**src/rtl/seven_seg_scan.sv**
```systemverilog
// Multiplexed seven-segment scanner: shows NUM_DIGITS hex nibbles on one shared
// segment bus, with per-frame input snapshots, dead time, zero suppression and blink.
module seven_seg_scan #(
    parameter int NUM_DIGITS     = 4,
    parameter int CLK_DIV        = 50000,
    parameter int DEAD_CYCLES    = 16,
    parameter int BLINK_FRAMES   = 64,
    parameter int SEG_ACTIVE_LOW = 1,
    parameter int AN_ACTIVE_LOW  = 1
) (
    input  logic                    clk,
    input  logic                    reset,
    input  logic [4*NUM_DIGITS-1:0] data_in,
    input  logic [NUM_DIGITS-1:0]   dp_in,
    input  logic [NUM_DIGITS-1:0]   blink_mask,
    input  logic                    lz_suppress,
    output logic [6:0]              seg_out,
    output logic                    dp_out,
    output logic [NUM_DIGITS-1:0]   an_out,
    output logic                    frame_start
);

    localparam int IW = (NUM_DIGITS > 1) ? $clog2(NUM_DIGITS) : 1;
    localparam int PW = $clog2(CLK_DIV);
    localparam int DW = (DEAD_CYCLES > 0) ? $clog2(DEAD_CYCLES + 1) : 1;
    localparam int FW = (BLINK_FRAMES > 1) ? $clog2(BLINK_FRAMES) : 1;

    localparam logic [PW-1:0] PRESC_LAST = PW'(CLK_DIV - 1);
    localparam logic [IW-1:0] IDX_LAST   = IW'(NUM_DIGITS - 1);
    localparam logic [DW-1:0] DEAD_LOAD  = DW'(DEAD_CYCLES);
    localparam logic [FW-1:0] FRAME_LAST = FW'(BLINK_FRAMES - 1);

    localparam logic [6:0]            SEG_OFF = (SEG_ACTIVE_LOW != 0) ? 7'h7F : 7'h00;
    localparam logic                  DP_ON   = (SEG_ACTIVE_LOW != 0) ? 1'b0 : 1'b1;
    localparam logic                  DP_OFF  = ~DP_ON;
    localparam logic [NUM_DIGITS-1:0] AN_OFF  = (AN_ACTIVE_LOW != 0) ? {NUM_DIGITS{1'b1}} : {NUM_DIGITS{1'b0}};

    logic [PW-1:0]             presc_reg;
    logic [IW-1:0]             digit_idx_reg;
    logic [DW-1:0]             dead_reg;
    logic [FW-1:0]             frame_cnt_reg;
    logic                      blink_phase_reg;
    logic [4*NUM_DIGITS-1:0]   snap_data_reg;
    logic [NUM_DIGITS-1:0]     snap_dp_reg;
    logic [NUM_DIGITS-1:0]     snap_blink_reg;
    logic                      snap_lz_reg;
    logic [6:0]                seg_reg;
    logic                      dp_reg;
    logic [NUM_DIGITS-1:0]     an_reg;
    logic                      frame_start_reg;

    logic                      tick;
    logic                      wrap;
    logic [3:0]                nib [NUM_DIGITS];
    logic [NUM_DIGITS-1:0]     lead_zero;
    logic [NUM_DIGITS-1:0]     blank;
    logic [NUM_DIGITS-1:0]     an_sel;
    logic [6:0]                seg_next;
    logic                      dp_next;
    logic [NUM_DIGITS-1:0]     an_next;

    // Active-low glyph table, bit6..bit0 = g..a.
    function automatic logic [6:0] decode(input logic [3:0] v);
        logic [6:0] p;
        p = 7'h7F;
        case (v)
            4'h0: p = 7'h40;
            4'h1: p = 7'h79;
            4'h2: p = 7'h24;
            4'h3: p = 7'h30;
            4'h4: p = 7'h19;
            4'h5: p = 7'h12;
            4'h6: p = 7'h02;
            4'h7: p = 7'h78;
            4'h8: p = 7'h00;
            4'h9: p = 7'h10;
            4'hA: p = 7'h08;
            4'hB: p = 7'h03;
            4'hC: p = 7'h46;
            4'hD: p = 7'h21;
            4'hE: p = 7'h06;
            4'hF: p = 7'h0E;
        endcase
        return p;
    endfunction

    assign tick = (presc_reg == PRESC_LAST);
    assign wrap = tick && (digit_idx_reg == IDX_LAST);

    genvar gi;
    generate
        for (gi = 0; gi < NUM_DIGITS; gi++) begin : g_digit
            assign nib[gi] = snap_data_reg[4*gi +: 4];
            // A digit is a leading zero when it and every more significant nibble are zero.
            if (gi == 0) begin : g_lsd
                assign lead_zero[gi] = 1'b0;
            end else begin : g_upper
                assign lead_zero[gi] = snap_lz_reg && (snap_data_reg[4*NUM_DIGITS-1:4*gi] == '0);
            end
            assign blank[gi]  = (snap_blink_reg[gi] && blink_phase_reg) || lead_zero[gi];
            assign an_sel[gi] = (dead_reg == '0) && (digit_idx_reg == IW'(gi));
        end
    endgenerate

    always_comb begin
        seg_next = SEG_OFF;
        dp_next  = DP_OFF;
        an_next  = (AN_ACTIVE_LOW != 0) ? ~an_sel : an_sel;
        // Segment bus stays dark during dead time so the previous glyph cannot ghost.
        if ((dead_reg == '0) && !blank[digit_idx_reg]) begin
            seg_next = (SEG_ACTIVE_LOW != 0) ? decode(nib[digit_idx_reg]) : ~decode(nib[digit_idx_reg]);
            dp_next  = snap_dp_reg[digit_idx_reg] ? DP_ON : DP_OFF;
        end
    end

    always_ff @(posedge clk) begin
        if (reset) begin
            presc_reg       <= '0;
            digit_idx_reg   <= '0;
            dead_reg        <= DEAD_LOAD;
            frame_cnt_reg   <= '0;
            blink_phase_reg <= 1'b0;
            snap_data_reg   <= '0;
            snap_dp_reg     <= '0;
            snap_blink_reg  <= '0;
            snap_lz_reg     <= 1'b0;
            seg_reg         <= SEG_OFF;
            dp_reg          <= DP_OFF;
            an_reg          <= AN_OFF;
            frame_start_reg <= 1'b0;
        end else begin
            if (tick) begin
                presc_reg     <= '0;
                digit_idx_reg <= wrap ? '0 : digit_idx_reg + 1'b1;
                dead_reg      <= DEAD_LOAD;
            end else begin
                presc_reg <= presc_reg + 1'b1;
                if (dead_reg != '0) begin
                    dead_reg <= dead_reg - 1'b1;
                end
            end

            frame_start_reg <= wrap;
            // Inputs are frozen once per frame so a multi-digit value never tears.
            if (wrap) begin
                snap_data_reg  <= data_in;
                snap_dp_reg    <= dp_in;
                snap_blink_reg <= blink_mask;
                snap_lz_reg    <= lz_suppress;
                if (frame_cnt_reg == FRAME_LAST) begin
                    frame_cnt_reg   <= '0;
                    blink_phase_reg <= ~blink_phase_reg;
                end else begin
                    frame_cnt_reg <= frame_cnt_reg + 1'b1;
                end
            end

            seg_reg <= seg_next;
            dp_reg  <= dp_next;
            an_reg  <= an_next;
        end
    end

    assign seg_out     = seg_reg;
    assign dp_out      = dp_reg;
    assign an_out      = an_reg;
    assign frame_start = frame_start_reg;

endmodule
```
**config.mk**
```make
export PLATFORM = sky130hd
export DESIGN_NAME = seven_seg_scan
export DESIGN_NICKNAME = d
export VERILOG_FILES = /design/src/rtl/seven_seg_scan.sv
export SDC_FILE = /design/constraint.sdc
export NUM_CORES = 1
export LEC_CHECK = 0
export BUFFER_PORTS_ARGS = -buffer_cell sky130_fd_sc_hd__buf_2
export CAP_MARGIN = 10
export CORE_UTILIZATION = 64
export CTS_BUF_LIST = sky130_fd_sc_hd__clkbuf_4 sky130_fd_sc_hd__clkbuf_8
export DETAILED_ROUTE_END_ITERATION = 6
export PLACE_DENSITY = 0.91
export RECOVER_POWER = 100
export SYNTH_ARGS = -nofsm -noshare
export SYNTH_HDL_FRONTEND = slang
export SYNTH_SLANG_ARGS = --single-unit
```
**constraint.sdc**
```tcl
create_clock -name clk -period 3.7 [get_ports clk]
set_input_delay 0.555 -clock clk [delete_from_list [all_inputs] [get_ports clk]]
set_output_delay 0.555 -clock clk [all_outputs]
set_load 0.01 [all_outputs]
```
==> metrics.cfg, run 1 <==
[run_status]
status = complete, but fails checks
violations = capacitance limit, slew limit

[synthesis]
synth_nets = 402
synth.distinct_cells = 46
netlist_top_cells_count = dfxtp_1 (68), nand3_1 (40), a21oi_1 (39)
synth_top_area_cell = dfxtp_1
async_flop_share = 0
syn_inst = 362
syn_area_per_cell_um2 = 8.76
synthTopCellsByArea = dfxtp_1 (43%), nand3_1 (6.3%), a21oi_1 (6.2%)
yosysSeqAreaShare = 0.429
yosysMostFrequentCell = dfxtp_1
synth_area_um2 = 3170
synth-seq-cells = 68
synth_edf_count = 0
synth_warnings = 0
synth_ff_type = dfxtp_1
yosys.area.top_type_share = 0.429

[clock_tree]
ctsHtreeMaxLevel = 3
clkLatencyLatePin_ns = 0.35
clockBufferDepth = 2
cts_tree = yes
clock-sinks = 68
cts_setup_buffers = 0
clk_pin_slew_worst_paths_ns = 0.08
cts_root_buffer = clkbuf_8
numCtsBuffers = 9
hold_buffers = 0
post_cts_resized = 0

[worst_setup_path]
crit_slowest_cell = nor4_2
critPathLaunchType = register
path_cells = or4b_1 > nor4_2 > buf_4 > nand3_1 > a21oi_1
crit_family = simple AND/OR/NAND/NOR gates
crit_fanout = 17
setup.worst_path.class = reg -> reg
worst-path-buf-inv = 1
critical_path_arrival_ns = 3.19
cp.required_ns = 3.96
crit_path_end_kind = register
max_stage_delay_ns = 1.24

[final_layout]
drive_above_1_share = 0.137
nets = 428
post-route-util = 0.746
syn2layout_area_growth_pct = 11.9
antenna_cells = 0

[sta]
min_period_ns = 2.93
fin_hold_ws_ns = 0.451
rsz0062_at_grt = false
finalSetupTns_ns = 0
skew_ns = 0.00900
max_freq_ghz = 0.342
slew_headroom = -0.121
slew_violations = 42
hold_viol_final = 0
finalSetupViolCount = 0
tightestPinTransition_ns = 1.68
finalCritPeriodShare = 0.791

[pwr]
total_power_mw = 1.55
peakVddDrop_v = 0.000285
powerDensity_nw_per_um2 = 438
p_leak_nw = 1.22

[placed_design]
portBuffers = 39
place_hpwl_um = 4620
place.gp.congestion = 0.820

[routing]
drc = 0
wl_per_cell_um = 15.1
final_antenna_net_count = 0
first_pass_iters = 5
via_count = 2827
drtIter0Drc = 220
totalWireLength_um = 6970
vias_per_cell = 6.15

[job]
timing.max_cap.violations = 2

[hold_path]
hp-class = reg -> reg

[die]
core_um2 = 4750
boundaryPins = 40
start_util = 0.667
num_rows = 25
die_h_um = 72.4
die_area_um2 = 5240
die_x_um = 72.4

[global_routing]
grt_pass1_vias = 2605
antenna_found_initial = 0
grt_start_max_net_pins = 41
globalRouteOverflowTotal = 0
grt_util_all_layers = 0.286
grt_pass1_wl_um = 11600

layer usage:
| layer | routed length, um | part of all wire | global-route usage |
|---|---|---|---|
| met2 | 3320 | 0.48 | 0.472 |
| met1 | 2980 | 0.43 | 0.350 |
| met4 | 276 | 0.040 | 0.179 |
| met3 | 387 | 0.056 | 0.0431 |
| met5 | 0 | 0 | 0 |
logic make-up (layout without fill, tap and decap cells):
group	count (synthesis)	after routing	share of synthesized area
fa+ha+maj	13	13	0.0513
xor+xnor	13	13	0.0359
buf+inv	40	71	0.0489
mux	12	12	0.0592
simple gates	131	131	0.228
flops	68	68	0.429
compound gates	85	85	0.148
layout make-up:
class	count	area, um2
clock buffer	12	159
clock inverter	4	47.5
fill	358	1210
inverter	13	48.8
multi-input combinational	254	1650
sequential	68	1360
tap	67	83.8
timing repair buffer	42	196
worst paths after layout:
kind,from,endpoint,slack [ns],cells after the start
hold reg to reg,presc_reg[0],presc_reg[0],0.45,1
hold / removal,presc_reg[0],presc_reg[0],0.45,1
setup / recovery,presc_reg[13],snap_blink_reg[2],0.77,5
setup reg to reg,presc_reg[13],snap_blink_reg[2],0.77,5
per-stage QoR:
step	area (um2)	instances	setup WS, ns
2_1_floorplan	3170	362	1.52
3_3_place_gp	3380	444	1.14
3_5_place_dp	3380	444	1.10
4_1_cts	3580	460	1.09
5_1_grt	3550	460	0.545
6_report	3550	460	0.772
where the power goes:
part           total [mW]  switching [mW]  internal (mW)  leakage, nW
combinational       0.130          0.0687         0.0610        0.563
clock               0.632           0.278          0.353        0.106
sequential          0.792          0.0242          0.768        0.550
total                1.55           0.371           1.18         1.22
cells in the final DEF, fill, tap and decap left out, types with 3 or more instances in the layout:
master,instances
nand2_1,12
mux4_2,5
buf_2,25
nor3b_1,3
nand3_1,40
or4_1,3
a21oi_1,39
and2_1,5
mux2i_1,3
dfxtp_1,68
and3_1,4
nor2_1,24
ha_1,13
xor2_1,6
nor3_1,5
o21ai_0,32
nor4_1,4
nand4_1,12
or3_1,4
xnor2_1,7
mux2_2,4
clkbuf_1,15
clkbuf_8,11
inv_1,13
nand3b_1,3
Power figures use the tool's default switching activity.
==> run 2, diff against run 1 <==
- ABC_AREA: default -> 1
- CORE_UTILIZATION: 64 -> 60
- PLACE_DENSITY: 0.91 -> 0.86
- clock period: 3.7 -> 3 ns (I/O delays scaled with it)
==> metrics.cfg, run 2 <==
[global_routing]
grt_util_all_layers = 0.249  ; -0.0363
grt_pass1_wl_um = 11700  ; +0.78%
grt_pass1_vias = 2660  ; +2.1%
grt_start_max_net_pins = 38  ; -7.3%
antenna_found_initial = 0  ; unchanged
globalRouteOverflowTotal = 0  ; unchanged

[worst_setup_path]
critical_path_arrival_ns = 2.61  ; -0.58 ns
worstReg2RegStart = presc_reg[0]
cp-startpoint = presc_reg[0]
timing.rr.end = snap_data_reg[12]
crit_fanout = 31  ; +14
setup.worst_path.class = reg -> reg
crit_path_end_kind = register
cp.required_ns = 3.20  ; -0.76 ns
critPathLaunchType = register
rrSetupSlack_ns = 0.59  ; -0.18 ns
reg2regPathDepth = 8  ; +3

[pwr]
pwr-share-comb = 0.090  ; +0.006
powerDensity_nw_per_um2 = 498  ; +14%
power.switching_mw = 0.441  ; +19%
seqPwrFrac = 0.535  ; +0.025
total_power_mw = 1.82  ; +17%
p_sw_frac = 0.242  ; +0.00342
p_int_mw = 1.38  ; +17%
p_leak_nw = 1.50  ; +23%
peakVddDrop_v = 0.000309  ; +8.6%
pwr-share-clk = 0.375  ; -0.032

[final_layout]
fin_area_um2 = 3650  ; +3.0%
nets = 545  ; +27%
antenna_cells = 0  ; unchanged
drive_above_1_share = 0.138  ; about the same
syn2layout_area_growth_pct = 8.87
final_cell_mix = nand2_1 (154), dfxtp_1 (68), a21oi_1 (50)
final_common_cell = nand2_1

[clock_tree]
clockBufferDepth = 2  ; unchanged
hold_buffers = 0  ; unchanged
post_cts_resized = 0  ; unchanged
clkLatencyLatePin_ns = 0.35  ; about the same
cts_setup_buffers = 0  ; unchanged
ctsHtreeMaxLevel = 3  ; unchanged
clk_pin_slew_worst_paths_ns = 0.07  ; about the same
cts_root_buffer = clkbuf_8
clock-sinks = 68  ; unchanged
cts_tree = yes
numCtsBuffers = 9  ; unchanged

[synthesis]
synth_top_family_by_area = simple AND/OR/NAND/NOR gates
synthMuxAreaShare = 0  ; -0.0592
synth_xor_area_frac = 0.0157  ; -0.0202
syn_area_per_cell_um2 = 7.17  ; -18%
yosysMostFrequentCell = nand2_1
synth_edf_count = 0  ; unchanged
synth.distinct_cells = 31  ; -33%
synth_nets = 508  ; +26%
yosys.area.top_type_share = 0.406  ; -0.0235
synth-seq-cells = 68  ; unchanged
yosysSeqAreaShare = 0.406  ; -0.0235
synthTopCellsByArea = dfxtp_1 (41%), nand2_1 (17%), a21oi_1 (6.9%)
synth-compound-area-share = 0.104  ; -0.0431
synthSimpleGateAreaFrac = 0.348  ; +0.120
async_flop_share = 0  ; unchanged
netlist_top_cells_count = nand2_1 (153), dfxtp_1 (68), a21oi_1 (46)
synth_top_area_cell = dfxtp_1
synthAdderAreaFrac = 0.0485  ; -0.00281
synth_warnings = 0  ; unchanged
synth_ff_type = dfxtp_1
synth_area_um2 = 3360  ; +5.8%
syn_inst = 468  ; +29%

[routing]
vias_per_cell = 5.23  ; -15%
first_pass_iters = 5  ; unchanged
drc = 0  ; unchanged
wl_per_cell_um = 12.0  ; -21%
final_antenna_net_count = 0  ; unchanged
totalWireLength_um = 6950  ; -0.20%
drtIter0Drc = 290  ; +32%
via_count = 3029  ; +7.1%

[die]
die_area_um2 = 5900  ; +12%
boundaryPins = 40  ; unchanged
die_h_um = 76.8  ; +6.1%
start_util = 0.641  ; -0.0264
core_um2 = 5240  ; +10%
die_x_um = 76.8  ; +6.1%
num_rows = 26  ; +4.0%

[hold_path]
hp-class = in -> reg
min_delay_path_depth = 3  ; +2
min-delay-start = data_in[0]
holdPathEnd = snap_data_reg[0]

[sta]
setup_slack_ns = 0.592  ; -0.180 ns
tightestPinTransition_ns = 1.02  ; -0.665 ns
hold_viol_final = 0  ; unchanged
skew_ns = 0.00731  ; -0.00169 ns
rsz0062_at_grt = false
min_period_ns = 2.41  ; -0.520 ns
slew_violations = 0  ; -100%
slew_headroom = 0.321  ; +0.442
finalSetupViolCount = 0  ; unchanged
max_freq_ghz = 0.415  ; +22%
finalSetupTns_ns = 0  ; unchanged
finalCritPeriodShare = 0.803  ; +0.0112

[placed_design]
portBuffers = 39  ; unchanged
place_hpwl_um = 4810  ; +4.0%
dpl_cell_area_um2 = 3540  ; +4.8%
pre_cts_ws_ns = 0.778  ; -0.321 ns
place.gp.congestion = 0.882  ; +7.6%

[run_status]
status = finished, final reports clean

[job]
timing.max_cap.violations = 0  ; -2

==> run 2: changes by cell type in the layout (fill, tap and decap cells not counted), sizes merged, moves of 5 or more <==
cell	change
nand2	+156
inv	+29
o21ai	-27
a21oi	+17
nor2	+16
nand3	-6
nand4	-6
nor3	+6
xnor2	-6
and2	-5
mux4	-5
==> run 2: power groups by stage <==
| stage | clock network [mW] | registers, mW | logic [mW] |
|---|---|---|---|
| detailed placement | 0 | 0.994 | 0.171 |
| floorplan | 0 | 0.996 | 0.116 |
| finish | 0.682 | 0.973 | 0.164 |
| global route | 0.727 | 0.977 | 0.187 |
| CTS | 0.683 | 0.974 | 0.172 |
| global placement | 0 | 0.991 | 0.166 |
==> run 2: layout make-up <==
cell class                 instances  area, um2
clock buffer                      13        166
clock inverter                     2       10.0
fill                             449       1580
timing repair buffer              39        179
sequential                        68       1360
inverter                          43        161
tap                               70       87.6
multi-input combinational        344       1690
==> run 2: worst max-delay path by stage <==
stage | endpoint | slack (ns) | depth (start not counted)
global placement | seg_out[3] | 0.78 | 12
global route | frame_cnt_reg[0] | 0.31 | 8
detailed placement | seg_out[3] | 0.78 | 12
CTS | seg_out[3] | 0.76 | 12
finish | snap_data_reg[12] | 0.59 | 8
floorplan | seg_out[0] | 1.32 | 13
==> run 2: logic make-up after synthesis <==
group | after synthesis
AO/OA/AOI/OAI | 62
XOR/XNOR | 6
adder cells (fa/ha/maj) | 13
buffers and inverters | 56
flip-flops | 68
AND/OR/NAND/NOR | 263
==> run 2: critical path, cell delays in order, from the launching register on <==
cell and delay [ns]:
dfxtp_1 0.35, ha_1 0.17, nand2_1 0.09, nor2_1 0.16, nand3_2 0.10, nor2_1 0.32, nand2_1 0.70, nand2_1 0.31
a21oi_2 0.08
==> run 2: metal layers <==
metal,GRT usage,part of all wire
met1,0.330,0.47
met2,0.379,0.43
met3,0.0548,0.078
met4,0.129,0.022
met5,0,0
==> run 2: per-stage QoR <==
stage           util  hold slack [ns]  std cells
6_report       0.698            0.343        579
5_1_grt        0.698            0.347        579
4_1_cts        0.709            0.346        579
3_5_place_dp   0.676            0.439        564
3_3_place_gp   0.676            0.432        564
2_1_floorplan      -            0.417        468
==> run 3, diff against run 2 <==
- CORE_UTILIZATION: 60 -> 54
- PLACE_DENSITY: 0.86 -> 0.82
- clock period: 3 -> 2.05 ns (I/O delays scaled with it)
==> metrics.cfg, run 3 (synthesis results as in run 2) <==
[placed_design]
place_hpwl_um = 4930  ; +2.5%
place.gp.congestion = 0.868  ; -1.7%
pre_cts_ws_ns = 0.303  ; -0.474 ns
portBuffers = 39  ; unchanged

[final_layout]
antenna_cells = 0  ; unchanged
num-fill-cells = 540  ; +20%
drive_above_1_share = 0.158  ; +0.0208
syn2layout_area_growth_pct = 12.9
nets = 553  ; +1.5%
final_common_cell = nand2_1
final_cell_mix = nand2_1 (154), dfxtp_1 (68), a21oi_1 (49)

[clock_tree]
cts_root_buffer = clkbuf_8
cts_tree = yes
clock-sinks = 68  ; unchanged
clk_pin_slew_worst_paths_ns = 0.07  ; about the same
clockBufferDepth = 2  ; unchanged
numCtsBuffers = 9  ; unchanged
hold_buffers = 0  ; unchanged
clkLatencyLatePin_ns = 0.35  ; about the same
cts_setup_buffers = 0  ; unchanged
ctsHtreeMaxLevel = 3  ; unchanged
post_cts_resized = 0  ; unchanged

[sta]
rsz0062_at_grt = false
setup_slack_ns = 0.255  ; -0.337 ns
min_period_ns = 1.79  ; -0.613 ns
hold_viol_final = 0  ; unchanged
slew_violations = 0  ; unchanged
skew_ns = 0.00895  ; +0.00164 ns
finalSetupViolCount = 0  ; unchanged
finalCritPeriodShare = 0.875  ; +0.0728
finalSetupTns_ns = 0  ; unchanged
max_freq_ghz = 0.557  ; +34%
slew_headroom = 0.615  ; +0.295
tightestPinTransition_ns = 0.572  ; -0.445 ns

[global_routing]
grt_pass1_vias = 2777  ; +4.4%
antenna_found_initial = 0  ; unchanged
grt_util_all_layers = 0.240  ; -0.00949
globalRouteOverflowTotal = 0  ; unchanged
grt_start_max_net_pins = 36  ; -5.3%
grt_pass1_wl_um = 12000  ; +3.0%

[pwr]
p_sw_frac = 0.233  ; -0.00921
pwr-share-comb = 0.088  ; -0.002
p_leak_nw = 1.54  ; +3.1%
seqPwrFrac = 0.486  ; -0.049
power.switching_mw = 0.682  ; +55%
peakVddDrop_v = 0.000526  ; +70%
pwr-share-clk = 0.426  ; +0.051
powerDensity_nw_per_um2 = 772  ; +55%
p_int_mw = 2.24  ; +63%

[worst_setup_path]
path_common_cell = nand2_1
critical_path_arrival_ns = 2.00  ; -0.61 ns
rrSetupSlack_ns = 0.26  ; -0.34 ns
reg2regPathDepth = 9  ; +1
setup.worst_path.class = reg -> reg
crit_family = simple AND/OR/NAND/NOR gates
timing.rr.end = frame_cnt_reg[0]
worst-path-buf-inv = 1  ; +1
crit_slowest_cell = dfxtp_1
cp.required_ns = 2.26  ; -0.94 ns
crit_path_end_kind = register
worstReg2RegStart = presc_reg[0]
max_stage_delay_ns = 0.35  ; -0.35 ns
crit_fanout = 25  ; -19%
critPathLaunchType = register
path_cells = ha_1 > nand2_1 > nor2_4 > nand3_2 > nor2_4 > nand2_1 > buf_4 > nand2_1 > a21oi_1

[die]
die_h_um = 80.8  ; +5.3%
die_area_um2 = 6530  ; +11%
boundaryPins = 40  ; unchanged
start_util = 0.563  ; -0.0773
die_x_um = 80.8  ; +5.3%
core_um2 = 5960  ; +14%
num_rows = 28  ; +7.7%

[routing]
drc = 0  ; unchanged
vias_per_cell = 5.03  ; -3.8%
totalWireLength_um = 7010  ; +0.78%
first_pass_iters = 4  ; -1
via_count = 2985  ; -1.5%
drtIter0Drc = 194  ; -33%
final_antenna_net_count = 0  ; unchanged
wl_per_cell_um = 11.8  ; -1.6%

[hold_path]
hp-class = in -> reg
holdPathEnd = snap_data_reg[2]
min-delay-start = data_in[2]
min_delay_path_depth = 3  ; unchanged

[job]
timing.max_cap.violations = 0  ; unchanged

[run_status]
status = finished, final reports clean

-- run 3: cell types whose count changed in the layout (fill, tap and decap cells not counted), sizes merged --
cell      before  now
clkbuf        26   27
bufinv         0    2
buf           26   32
clkinv         3    2
clkinvlp       0    1
-- run 3: power groups by stage --
stage               registers, mW  logic [mW]  clock network, mW
floorplan                    1.46       0.169                  0
global placement             1.45       0.251                  0
detailed placement           1.45       0.267                  0
CTS                          1.42       0.271               1.26
global route                 1.43       0.298               1.31
finish                       1.42       0.258               1.25
-- run 3: how the worst max path moves through the flow --
| stage | start | depth (start not counted) | to | slack [ns] |
|---|---|---|---|---|
| floorplan | digit_idx_reg[0] | 13 | seg_out[0] | 0.37 |
| global placement | digit_idx_reg[0] | 6 | snap_blink_reg[0] | 0.34 |
| detailed placement | presc_reg[0] | 9 | frame_cnt_reg[0] | 0.30 |
| CTS | presc_reg[0] | 9 | frame_cnt_reg[0] | 0.27 |
| global route | presc_reg[0] | 8 | presc_reg[2] | 0.10 |
| finish | presc_reg[0] | 9 | frame_cnt_reg[0] | 0.26 |
-- run 3: worst min-delay path, stage by stage --
cell and delay, ns:
buf_2 0.09, nand2_1 0.05, a21oi_1 0.05
-- run 3: layout make-up --
class	count	area, um2	area share
tap	75	93.8	0.0248
timing repair buffer	47	231	0.0611
multi-input combinational	344	1720	0.453
clock buffer	12	153	0.0403
inverter	43	161	0.0426
sequential	68	1360	0.359
clock inverter	4	72.6	0.0191
-- run 3: through the flow --
stage,cell area [um2],hold slack [ns],power [mW],cells,util
6_report,3790,0.201,2.93,593,0.636
2_1_floorplan,3360,0.417,1.63,468,-
3_3_place_gp,3600,0.432,1.70,577,0.605
3_5_place_dp,3600,0.441,1.72,577,0.605
5_1_grt,3790,0.201,3.04,593,0.636
4_1_cts,3830,0.192,2.96,593,0.643
-- run 3: layer usage --
layer  part of all wire  routed length, um  vias up  global-route usage
met5                  0                  0        -                   0
met1               0.48               3390     1328               0.302
met2               0.45               3180       66               0.392
met4              0.018                126        0               0.107
li1                   -                  -     1579                   -
met3              0.044                311       12              0.0528
